[src/rtl/alu_seq.sv]
// Multi-cycle parametrised ALU: single-step logic/arith, one-bit-per-cycle shifts,
// shift-add multiplier; all results and flags registered behind start/busy/done.
module alu_seq #(
  parameter int WIDTH = 8,
  parameter int SHW   = $clog2(WIDTH)
) (
  input  logic             clk,
  input  logic             rst,
  input  logic             start,
  input  logic [3:0]       cs,
  input  logic [WIDTH-1:0] data_a,
  input  logic [WIDTH-1:0] data_b,
  input  logic             carry_in,
  output logic [WIDTH-1:0] s,
  output logic [WIDTH-1:0] s_hi,
  output logic             zero,
  output logic             carry_out,
  output logic             overflow,
  output logic             negative,
  output logic             busy,
  output logic             done
);

  localparam int CW = SHW + 1;

  localparam logic [3:0] OP_AND = 4'b0000, OP_OR  = 4'b0001, OP_ADD = 4'b0010,
                         OP_SUB = 4'b0011, OP_SLT = 4'b0100, OP_SBC = 4'b0101,
                         OP_ADC = 4'b0110, OP_XOR = 4'b0111, OP_SLL = 4'b1000,
                         OP_SRL = 4'b1001, OP_SRA = 4'b1010, OP_MUL = 4'b1011;

  typedef enum logic {IDLE, RUN} state_t;

  state_t             state;
  logic [3:0]         op_r;
  logic [WIDTH-1:0]   a_r, b_r;
  logic               cin_r;
  logic [CW-1:0]      cnt;
  logic [WIDTH-1:0]   sh_r;
  logic [2*WIDTH-1:0] prod_r;

  logic [SHW-1:0]     shamt, ld_shamt;
  logic [CW-1:0]      cnt_load;
  logic [WIDTH-1:0]   b_eff;
  logic               c_eff;
  logic [WIDTH:0]     sum;
  logic [WIDTH-1:0]   sh_next;
  logic               sh_out;
  logic [WIDTH:0]     mul_add;
  logic [2*WIDTH-1:0] prod_next;
  logic [WIDTH-1:0]   res_s, res_hi;
  logic               res_c, res_v, res_z;

  always_comb begin
    ld_shamt = data_b[SHW-1:0];
    cnt_load = CW'(1);
    if (cs == OP_MUL)
      cnt_load = CW'(WIDTH);
    else if ((cs == OP_SLL || cs == OP_SRL || cs == OP_SRA) && ld_shamt != '0)
      cnt_load = {1'b0, ld_shamt};

    shamt = b_r[SHW-1:0];
    b_eff = (op_r == OP_SUB || op_r == OP_SBC) ? ~b_r : b_r;
    case (op_r)
      OP_ADC, OP_SBC: c_eff = cin_r;
      OP_SUB:         c_eff = 1'b1;
      default:        c_eff = 1'b0;
    endcase
    sum = {1'b0, a_r} + {1'b0, b_eff} + {{WIDTH{1'b0}}, c_eff};

    case (op_r)
      OP_SLL: begin sh_next = {sh_r[WIDTH-2:0], 1'b0}; sh_out = sh_r[WIDTH-1]; end
      OP_SRL: begin sh_next = {1'b0, sh_r[WIDTH-1:1]}; sh_out = sh_r[0]; end
      default: begin sh_next = {sh_r[WIDTH-1], sh_r[WIDTH-1:1]}; sh_out = sh_r[0]; end
    endcase

    // One shift-add step: conditionally add A into the upper half, then shift right.
    mul_add   = {1'b0, prod_r[2*WIDTH-1:WIDTH]} + (prod_r[0] ? {1'b0, a_r} : '0);
    prod_next = {mul_add, prod_r[WIDTH-1:1]};

    res_s  = '0;
    res_hi = '0;
    res_c  = 1'b0;
    res_v  = 1'b0;
    case (op_r)
      OP_AND: res_s = a_r & b_r;
      OP_OR:  res_s = a_r | b_r;
      OP_XOR: res_s = a_r ^ b_r;
      OP_SLT: res_s = {{(WIDTH-1){1'b0}}, (a_r < b_r)};
      OP_ADD, OP_ADC, OP_SUB, OP_SBC: begin
        res_s = sum[WIDTH-1:0];
        res_c = sum[WIDTH];
        res_v = (a_r[WIDTH-1] == b_eff[WIDTH-1]) && (sum[WIDTH-1] != a_r[WIDTH-1]);
      end
      OP_SLL, OP_SRL, OP_SRA: begin
        res_s = (shamt == '0) ? sh_r : sh_next;
        res_c = (shamt == '0) ? 1'b0 : sh_out;
      end
      OP_MUL: begin
        res_s  = prod_next[WIDTH-1:0];
        res_hi = prod_next[2*WIDTH-1:WIDTH];
        res_c  = (prod_next[2*WIDTH-1:WIDTH] != '0);
      end
      default: ;
    endcase
    res_z = (op_r == OP_MUL) ? (prod_next == '0) : (res_s == '0);
  end

  always_ff @(posedge clk or posedge rst) begin
    if (rst) begin
      state     <= IDLE;
      op_r      <= '0;
      a_r       <= '0;
      b_r       <= '0;
      cin_r     <= 1'b0;
      cnt       <= '0;
      sh_r      <= '0;
      prod_r    <= '0;
      s         <= '0;
      s_hi      <= '0;
      zero      <= 1'b0;
      carry_out <= 1'b0;
      overflow  <= 1'b0;
      negative  <= 1'b0;
      busy      <= 1'b0;
      done      <= 1'b0;
    end else begin
      case (state)
        IDLE: begin
          done <= 1'b0;
          if (start) begin
            op_r   <= cs;
            a_r    <= data_a;
            b_r    <= data_b;
            cin_r  <= carry_in;
            cnt    <= cnt_load;
            sh_r   <= data_a;
            prod_r <= {{WIDTH{1'b0}}, data_b};
            busy   <= 1'b1;
            state  <= RUN;
          end
        end
        RUN: begin
          sh_r   <= sh_next;
          prod_r <= prod_next;
          cnt    <= cnt - CW'(1);
          if (cnt == CW'(1)) begin
            s         <= res_s;
            s_hi      <= res_hi;
            zero      <= res_z;
            carry_out <= res_c;
            overflow  <= res_v;
            negative  <= res_s[WIDTH-1];
            done      <= 1'b1;
            busy      <= 1'b0;
            state     <= IDLE;
          end
        end
        default: state <= IDLE;
      endcase
    end
  end

endmodule

[config.mk]
export PLATFORM = sky130hd
export DESIGN_NAME = alu_seq
export DESIGN_NICKNAME = d
export VERILOG_FILES = /design/src/rtl/alu_seq.sv
export SDC_FILE = /design/constraint.sdc
export NUM_CORES = 1
export LEC_CHECK = 0
export ABC_AREA = 1
export ABC_CLOCK_PERIOD_IN_PS = 4300
export BUFFER_PORTS_ARGS = -buffer_cell sky130_fd_sc_hd__buf_2
export CAP_MARGIN = 20
export CORE_MARGIN = 3
export CORE_UTILIZATION = 60
export DETAILED_ROUTE_END_ITERATION = 8
export PLACE_DENSITY = 0.78
export SLEW_MARGIN = 20
export SYNTH_ARGS = -nofsm -noshare
export SYNTH_HDL_FRONTEND = slang
export SYNTH_SLANG_ARGS = --single-unit
[constraint.sdc]
create_clock -name clk -period 4.3 [get_ports clk]
set_clock_uncertainty 0.15 [all_clocks]
set_input_delay 0.215 -clock clk [delete_from_list [all_inputs] [get_ports clk]]
set_output_delay 0.215 -clock clk [all_outputs]
set_load 0.05 [all_outputs]
=== Yosys cells after proc, flatten, opt, wreduce, memory -nomap -nowiden ===
Cells that the tools add are included.

* Output and inout bits: 22
* Input port bits: 24
* Bits in registers: 72

* Bitwise operators: 5
* Magnitude comparators: 1
* Add/subtract/negate cells: 4
* Mux-type cells: 28
* Reductions and logical operators: 17
* Equality and inequality tests: 20

{| class="wikitable"
|+ Operator list
! cell !! count
|-
| $pmux W8 S7 || 1
|-
| $mux W8 || 5
|-
| $eq A4 B4 Y1 const B || 8
|-
| $pmux W16 S2 || 1
|-
| $pmux W8 S2 || 2
|-
| $add A8 B8 Y9 || 2
|-
| $eq A4 B3 Y1 const B || 4
|-
| $logic_not A16 Y1 || 1
|-
| $mux W16 || 1
|-
| $add A9 B1 Y9 || 1
|-
| $mux W1 || 9
|-
| $and A8 B8 Y8 || 1
|-
| $eq A4 B1 Y1 const B || 2
|-
| $eq A4 B2 Y1 const B || 2
|-
| $logic_not A8 Y1 || 1
|-
| $lt A8 B8 Y1 || 1
|-
| $mux W4 || 2
|-
| $not A8 Y8 || 1
|-
| $or A8 B8 Y8 || 1
|-
| $pmux W1 S2 || 4
|-
| $pmux W4 S2 || 1
|-
| $reduce_bool A8 Y1 || 1
|-
| $xor A8 B8 Y8 || 1
|-
| $reduce_and A2 Y1 || 3
|-
| other kinds (16) || 19
|}

=== Logic depth before layout (Yosys ltp) ===
Gate-level depths: netlist of the first run.

* Depth after elaboration: 8
* Depth in mapped cells: 18
* Mapped depth without buffers: 18

=== Worst setup path before layout of the first run ===
Ideal clock, no wire load.

* Kind: register to register
* Start point: register op_r[2]
* End point: register zero
* Stages on the path, launching flop included: 17
* Data required time: 4084 ps
* Setup slack: 1105 ps
* Buffers on the path: 0
* Arrival: 2979 ps
* Cells stage by stage: dfrtp_1 nor2_2 nand2_2 nand2_1 xor2_1 fa_1 fa_1 nand3_1 nand3b_1 or2_2 nand3_1 nand4_1 nor2_1 nand3_1 nand2_1 nand2_1 nand2_1

* Cells in the longest elaborated chain, start to end: 8

{| class="wikitable"
|+ Ends and longest elaborated chain
! what !! line !! RTL
|-
| start, declared || 34 || <nowiki>logic [3:0] op_r;</nowiki>
|-
| start signal, assigned || 131 || <nowiki>op_r <= cs;</nowiki>
|-
| $eq A4 B2 Y1 / $eq A4 B3 Y1 (equally long branches) || 62, 63, 84 ||
|-
| $logic_or A1 B1 Y1 || 62 || <nowiki>b_eff = (op_r == OP_SUB || op_r == OP_SBC) ? ~b_r : b_r;</nowiki>
|-
| $mux W8 || 62 ||
|-
| $add A8 B8 Y9 || 68 || <nowiki>sum = {1'b0, a_r} + {1'b0, b_eff} + {{WIDTH{1'b0}}, c_eff};</nowiki>
|-
| $add A9 B1 Y9 || 68 ||
|-
| $pmux W8 S7 || 84 || <nowiki>case (op_r)</nowiki>
|-
| $logic_not A8 Y1 || 105 || <nowiki>res_z = (op_r == OP_MUL) ? (prod_next == '0) : (res_s == '0);</nowiki>
|-
| $mux W1 (*) || 105 ||
|-
| end signal, assigned || 149 || <nowiki>zero <= res_z;</nowiki>
|-
| end, declared || 16 || <nowiki>output logic zero,</nowiki>
|}

Mark *: on every way between the ends. The rest lies on a longest branch, timed or not.
A chain may end at the register's enable or synchronous reset.

=== Worst setup path after layout of the first run ===
Ends and elaborated chain as after synthesis.

==> metrics.yaml, run 1 <==
p_total_mw: 4.92
maxCapViolCount: 0
critPathRequiredTime_ps: 4450
cp_cell_sequence: "nor2_2 -> nand2_2 -> nand2_1 -> xor2_1 -> fa_1 -> fa_1 -> nand3_1 -> nand3b_1 -> or2_2 -> nand3_1 -> nand4_1 -> nor2_1 -> nand3_1 -> nand2_1 -> nand2_1 -> nand2_1"
r2r_start: "op_r[2]"
netSwitchingPower_mw: 2.52
hold_depth: 3
seq_area_frac_synth_pct: 36.9
path_class: "reg -> reg"
cts_max_level: 3
rows: 32
start_util_pct: 62.0
grt_pass1_vias: 4344
cts_buffers: 9
yosys.area_share.adder_pct: 11.9
fin_setup_tns_ps: 0
final-max-slew-violation-count: 0
sequentialPowerShare_pct: 26.0
cts_resized: 0
antenna_left: 0
cts.sinks: 71
yosys.area.top_type: "dfrtp_1"
gp_congestion: 0.930
end_kind: "flip-flop"
route.vias.total: 4571
grt_overflow: 0
synth-seq-cells: 71
n_antenna_cell: 0
via_per_inst: 5.53
hold_class: "in -> reg"
drive_above_1_share_pct: 11.9
wirelength_um: 13000
synth_edf_count: 0
fmax_mhz: 277
synth_cell_type_count: 37
die_area_um2: 9140
cts_root_buffer: "clkbuf_8"
synth_top_area_share_pct: 36.9
synthTopCellsByArea: "dfrtp_1 37%, nand2_1 16%, ha_1 11%"
hold_start: "data_a[6]"
worstReg2RegEnd: "zero"
synth_xor_area_share_pct: 2.73
p_per_area_nw_per_um2: 879
worstMarginPinSlew_ps: 925
cts.clk_slew.worst_paths_ps: 80
num_io_pins: 46
swShare_pct: 51.2
muxShareOfSynthArea_pct: 0
pwr-share-comb_pct: 59.3
grt_use_total_pct: 30.6
p_int_mw: 2.40
area_delta_synth_final_pct: 16.3
final-setup-viol-count: 0
hpwlAfterDp_um: 9920
whs_endpoint: "a_r[6]"
finalHoldViolCount: 0
port_buffers: 45
fin_crit_sh_pct: 83.9
routedWlPerCell_um: 15.7
cpMostUsedCell: "nand2_1"
utilization_pct: 72.1
clockPowerShare_pct: 14.7
die_y_um: 95.6
ir_worst_vdd_mv: 0.421
yosysWarnings: 0
finalCriticalPeriod_ps: 3610
clk_latency_ps: 360
cpPeakStageDelay_ps: 480
clockBufferDepth: 2
syn_nets: 724
drt_iter0_drc: 320
synth_simple_gate_area_share_pct: 30.3
worstPathArrival_ps: 3760
async_flop_share_pct: 100
synthFlopType: "dfrtp_1"
relSlewSlack_pct: 38.3
cts_tree: "done"
critPathSlowestCell: "fa_1"
critPathMaxFanout: 9
avgSynthCellArea_um2: 7.34
die_w_um: 95.6
rsz0062_at_grt: "no"
status: "complete, no violations"
antenna_found_initial: 0
startpoint_type: "flip-flop"
grt_pass1_wl_um: 21300
drtPass1Iterations: 5
p_leak_nw: 3.10
synth-compound-area-share_pct: 10.5
rr_worst_depth: 16
core-area_um2: 7770
grt_max_degree: 46
synth_top_family_by_area: "simple AND/OR/NAND/NOR gates"
drc_errors: 0
ff2ff_setup_slack_ps: 690
timing.critical_path.buf_inv: 0
crit_family: "simple AND/OR/NAND/NOR gates"
layout.nets: 788
synthesis.instances: 656
synth_area_um2: 4820
synth_stat cells, types with 2 or more instances:
cell type and n:
ha_1 41, or2_2 4, o21bai_1 4, nor2_4 2
nand2_1 205, inv_1 79, nor4_1 2, nand2_2 3
inv_2 3, xor2_1 15, nand4_1 8, nor2_2 5
buf_2 2, o21ai_0 53, a31oi_1 3, fa_1 3
dfrtp_1 71, clkbuf_1 11, o211ai_1 5, a21oi_1 12
nand3_1 59, a21o_1 3, nand3b_1 6, nor2_1 44
power groups by stage:
stage	clock [mW]	combinational (mW)	sequential, mW
after floorplan	0	1.99	1.40
after global placement	0	2.79	1.28
after detailed placement	0	2.86	1.29
after CTS	0.732	2.89	1.28
after global routing	0.760	3.30	1.32
final	0.724	2.92	1.28
placed cells by master, fill, tap and decap left out, types with 3 or more instances in the layout:
cell and instances:
a21o_1 3, a21oi_1 12, a31oi_1 3, buf_2 45
buf_4 5, bufinv_16 4, clkbuf_8 10, dfrtp_1 71
dlygate4sd3_1 18, fa_1 3, ha_1 41, inv_1 78
inv_2 4, nand2_1 205, nand2_2 3, nand3_1 59
nand3b_1 6, nand4_1 8, nor2_1 42, nor2_2 7
o211ai_1 5, o21ai_0 53, o21bai_1 4, or2_2 4
xor2_1 15
sequential cells by signal (all words and copies together) (netlist names):
signal and flops:
cnt 4, prod_r 16, cin_r 1, carry_out 1
s 8, s_hi 8, busy 1, b_r 8
done 1, sh_r 8, overflow 1, a_r 8
zero 1, state 1, op_r 4
kinds of logic (layout without fill, tap and decap cells):
logic type                 count (synthesis)  after routing
xor gates and xnor gates                  15             15
DFF                                       71             71
adders and majority gates                 44             44
and+or+nand+nor                          340            340
AOI/OAI and AO/OA                         89             89
buffers and inverters                     97            166
metrics by stage:
stage / hold WS [ps] / cells / cell area, um^2 / worst slack, ps
floorplan: 186 / 656 / 4820 / 1110
global placement: 291 / 793 / 5150 / 862
detailed placement: 299 / 793 / 5150 / 773
CTS: 2.00 / 827 / 5600 / 734
global route: 28.3 / 827 / 5600 / 417
finish: 12.6 / 827 / 5600 / 693
worst max path at each step:
| stage | end | depth (start not counted) | startpoint |
|---|---|---|---|
| after detailed placement | zero | 17 | op_r[0] |
| after global routing | zero | 16 | op_r[2] |
| final | zero | 16 | op_r[2] |
| after CTS | zero | 17 | op_r[0] |
| after global placement | zero | 16 | op_r[2] |
| after floorplan | zero | 16 | op_r[2] |
per-layer routing:
| metal | global-route usage (%) | vias to the layer above | wire [um] |
|---|---|---|---|
| met5 | 0 | - | 0 |
| met4 | 13.6 | 0 | 412 |
| met3 | 4.26 | 34 | 757 |
| met2 | 50.6 | 157 | 6260 |
| met1 | 39.8 | 2137 | 5560 |
| li1 | - | 2243 | - |
tightest hold or removal path, cell delays in order:
cell and delay, ps:
buf_2 70, nand2_1 90, o21ai_0 90
area by class of cell:
cell class	instances	area, um^2
sequential	71	1780
timing repair buffer	68	443
multi-input combinational	488	2670
clock inverter	5	129
tap	102	128
fill	667	2170
clock buffer	11	141
inverter	82	308
what timing repair did:
item | CTS | global route
setup buffers | 0 | 0
hold endpoints to repair | 71 | 0
hold buffers | 18 | 0
(Power assumes the default switching activity.)
==> run 2: changes to the inputs <==
--- a/config.mk
+++ b/config.mk
@@ -5,14 +5,14 @@
 export SDC_FILE = /design/constraint.sdc
 export NUM_CORES = 1
 export LEC_CHECK = 0
-export ABC_AREA = 1
-export ABC_CLOCK_PERIOD_IN_PS = 4300
+export ABC_AREA = 0
+export ABC_CLOCK_PERIOD_IN_PS = 3500
 export BUFFER_PORTS_ARGS = -buffer_cell sky130_fd_sc_hd__buf_2
 export CAP_MARGIN = 20
 export CORE_MARGIN = 3
 export CORE_UTILIZATION = 60
 export DETAILED_ROUTE_END_ITERATION = 8
-export PLACE_DENSITY = 0.78
+export PLACE_DENSITY = 0.77
 export SLEW_MARGIN = 20
 export SYNTH_ARGS = -nofsm -noshare
 export SYNTH_HDL_FRONTEND = slang
==> constraint.sdc (replaced) <==
create_clock -name clk -period 3.5 [get_ports clk]
set_clock_uncertainty 0.15 [all_clocks]
set_input_delay 0.175 -clock clk [delete_from_list [all_inputs] [get_ports clk]]
set_output_delay 0.175 -clock clk [all_outputs]
set_load 0.05 [all_outputs]
==> run 2 against run 1 <==
Compared with the run above:
- sequential cell count is the same
- sequential share of layout area shrank 0.63 points
- clock power grew 3.6%
- critical path type unchanged
- highest routed layer unchanged
- hold slack lost 1.5 ps
- via count shrank 4.0%
- first-iteration DRC count shrank 5.3%
- maximum frequency grew 9.7%
- die area grew 2.2%
- final cell count shrank 14%
==> metrics.yaml, run 2 <==
hpwlAfterDp_um: 10100  # +2.1%
grt_use_total_pct: 29.4  # -1.2 points
critPathMaxFanout: 8  # -1
cts_max_level: 3  # unchanged
end_kind: "flip-flop"
grt_pass1_vias: 4277  # -1.5%
syn_nets: 611  # -16%
cpMostUsedCell: "a211oi_2"
synthTopCellsByArea: "dfrtp_1 36%, ha_1 10%, o21ai_0 5.1%"
critPathSlowestCell: "fa_1"
p_leak_nw: 2.70  # -13%
clk_latency_ps: 350  # about the same
startpoint_type: "flip-flop"
antenna_left: 0  # unchanged
use_met1_pct: 39.8  # about the same
pre_cts_slack_ps: 88.0  # -685 ps
synth_cell_type_count: 66  # +78%
die_w_um: 96.6  # +1.1%
p_total_mw: 6.22  # +26%
status: "complete, no violations"
worstPathArrival_ps: 3400  # -360 ps
path_class: "reg -> reg"
muxShareOfSynthArea_pct: 6.81  # +6.8 points
cts.sinks: 71  # unchanged
largest_register_ffs: 16  # unchanged
worst_slack_ps: 212  # -481 ps
synth_top_family_by_area: "compound AO/OA/AOI/OAI gates"
wirelength_um: 13400  # +3.4%
registers.top_by_ff_count: "prod_r"
final-max-slew-violation-count: 0  # unchanged
utilization_pct: 72.8  # +0.72 points
fin_setup_tns_ps: 0  # unchanged
yosysWarnings: 0  # unchanged
final-setup-viol-count: 0  # unchanged
cp_cell_sequence: "nor2b_2 -> o21ai_4 -> xnor2_2 -> fa_1 -> fa_2 -> a211oi_2 -> nor2_1 -> xor2_1 -> a211oi_2 -> nand4_1 -> o31ai_1 -> o2bb2ai_1"
die_y_um: 96.6  # +1.1%
gp_congestion: 0.989  # +6.3%
grt_max_degree: 57  # +24%
synth_xor_area_share_pct: 2.84  # +0.12 points
cts_root_buffer: "clkbuf_8"
rsz0062_at_grt: "no"
area_delta_synth_final_pct: 15.9
layout.nets: 673  # -15%
synth_simple_gate_area_share_pct: 18.3  # -12 points
clockBufferDepth: 2  # unchanged
port_buffers: 45  # unchanged
route.vias.total: 4387  # -4.0%
fmax_mhz: 304  # +9.7%
start_util_pct: 62.8  # +0.79 points
cts_tree: "done"
ff2ff_setup_slack_ps: 210  # -480 ps
synth_top_area_share_pct: 36.1  # -0.83 points
maxCapViolCount: 0  # unchanged
final_common_cell: "dfrtp_1"
yosys.area_share.adder_pct: 11.6  # -0.27 points
yosys.area.top_type: "dfrtp_1"
hold_class: "in -> reg"
seq_area_um2: 1780  # unchanged
cts.clk_slew.worst_paths_ps: 70  # about the same
seq_area_frac_synth_pct: 36.1  # -0.83 points
drive_above_1_share_pct: 16.7  # +4.9 points
cpPeakStageDelay_ps: 450  # -30 ps
synth_commonest_cells: "71 x dfrtp_1, 63 x nand2_1, 50 x o21ai_0, 41 x ha_1, 32 x nor2_1"
drc_errors: 0  # unchanged
drtPass1Iterations: 5  # unchanged
synthesis.instances: 543  # -17%
worstMarginPinSlew_ps: 919  # -6.31 ps
num_io_pins: 46  # unchanged
finalHoldViolCount: 0  # unchanged
synth-compound-area-share_pct: 19.7  # +9.2 points
drt_iter0_drc: 303  # -5.3%
synth_edf_count: 0  # unchanged
synthFlopType: "dfrtp_1"
async_flop_share_pct: 100  # unchanged
die_area_um2: 9340  # +2.2%
synth_area_um2: 4930  # +2.3%
avgSynthCellArea_um2: 9.07  # +24%
rows: 32  # unchanged
p_per_area_nw_per_um2: 1090  # +24%
core-area_um2: 7850  # +1.0%
antenna_found_initial: 0  # unchanged
synth-seq-cells: 71  # unchanged
grtUsageMet3_pct: 6.20  # +1.9 points
relSlewSlack_pct: 38.7  # +0.42 points
n_antenna_cell: 0  # unchanged
routedWlPerCell_um: 18.9  # +20%
cts_buffers: 9  # unchanged
synthMostInstantiatedCell: "dfrtp_1"
via_per_inst: 6.16  # +11%
multi_input_area_um2: 2970  # +11%
layout_common_cells: "71 x dfrtp_1, 63 x nand2_1, 50 x o21ai_0"
grt_pass1_wl_um: 22200  # +4.4%
met2_usage_pct: 46.0  # -4.5 points
critPathRequiredTime_ps: 3620  # -830 ps
ir_worst_vdd_mv: 0.625  # +49%
finalCriticalPeriod_ps: 3290  # -319 ps
grt_overflow: 0  # unchanged
fillers: 644  # -3.4%
fin_crit_sh_pct: 93.9  # +10 points
grt_busiest_layer: "met2"
-- run 2: changes by cell type after synthesis, sizes merged, moves of 16 or more --
cell,previous run,this run
mux2i,0,24
nand2,208,63
nand3,60,5
a211oi,0,17
inv,82,25
nor2b,0,16
a21oi,12,29
nor2,51,32
-- run 2: final timing paths --
| check | start | endpoint | cells past startpoint |
|---|---|---|---|
| max in group asynchronous | rst | b_r[0] | 4 |
| min | cs[1] | op_r[1] | 2 |
| max | op_r[2] | zero | 12 |
| min in group asynchronous | rst | prod_r[6] | 3 |
| max reg2reg | op_r[2] | zero | 12 |
| min reg2reg | busy | busy | 1 |
-- run 2: final cells by class --
class,instances,share of cell area (%)
clock buffer,13,2.78
clock inverter,3,1.14
inverter,25,1.64
multi-input combinational,419,51.9
sequential,71,31.1
tap,102,2.23
timing repair buffer,79,9.15
-- run 2: layer usage --
| layer | up-vias | wire length (um) | part of all wire [%] |
|---|---|---|---|
| li1 | 2073 | - | - |
| met1 | 2094 | 5870 | 44 |
| met2 | 186 | 6210 | 46 |
| met3 | 34 | 917 | 6.8 |
| met4 | 0 | 442 | 3.3 |
| met5 | - | 0 | 0 |
-- run 2: critical path, delay by kind of cell (launching register included) --
| family | cells | cell delay (ps) |
|---|---|---|
| AOI/OAI and AO/OA | 5 | 1170 |
| xor gates and xnor gates | 2 | 260 |
| adders and majority gates | 2 | 840 |
| DFF | 1 | 420 |
| and+or+nand+nor | 3 | 380 |
-- run 2: cell families (layout without fill, tap and decap cells) --
family	Yosys count	count (layout)
and+or+nand+nor	179	179
DFF	71	71
AOI/OAI and AO/OA	149	149
adders and majority gates	44	44
muxes	31	31
buffers and inverters	53	120
xor gates and xnor gates	16	16
-- run 2: report_power, final --
group	internal, mW	total [mW]	switching, mW	leakage, nW
Sequential	1.20	1.62	0.427	0.877
Clock	0.440	0.750	0.310	0.114
Combinational	1.56	3.85	2.29	1.71
Total	3.19	6.22	3.03	2.70
-- run 2: metrics by stage --
stage / std cells / hold WS, ps / cell area [um^2]
2_1_floorplan: 543 / 142 / 4950
3_3_place_gp: 676 / 253 / 5280
3_5_place_dp: 676 / 249 / 5280
4_1_cts: 709 / 1.68 / 5670
5_1_grt: 712 / 2.93 / 5710
6_report: 712 / 11.1 / 5710
-- run 2: timing repair --
action	CTS	global route
hold buffers	17	0
hold endpoints to repair	69	0
setup buffers	0	3
setup endpoints to repair	0	1
resized for setup	0	4
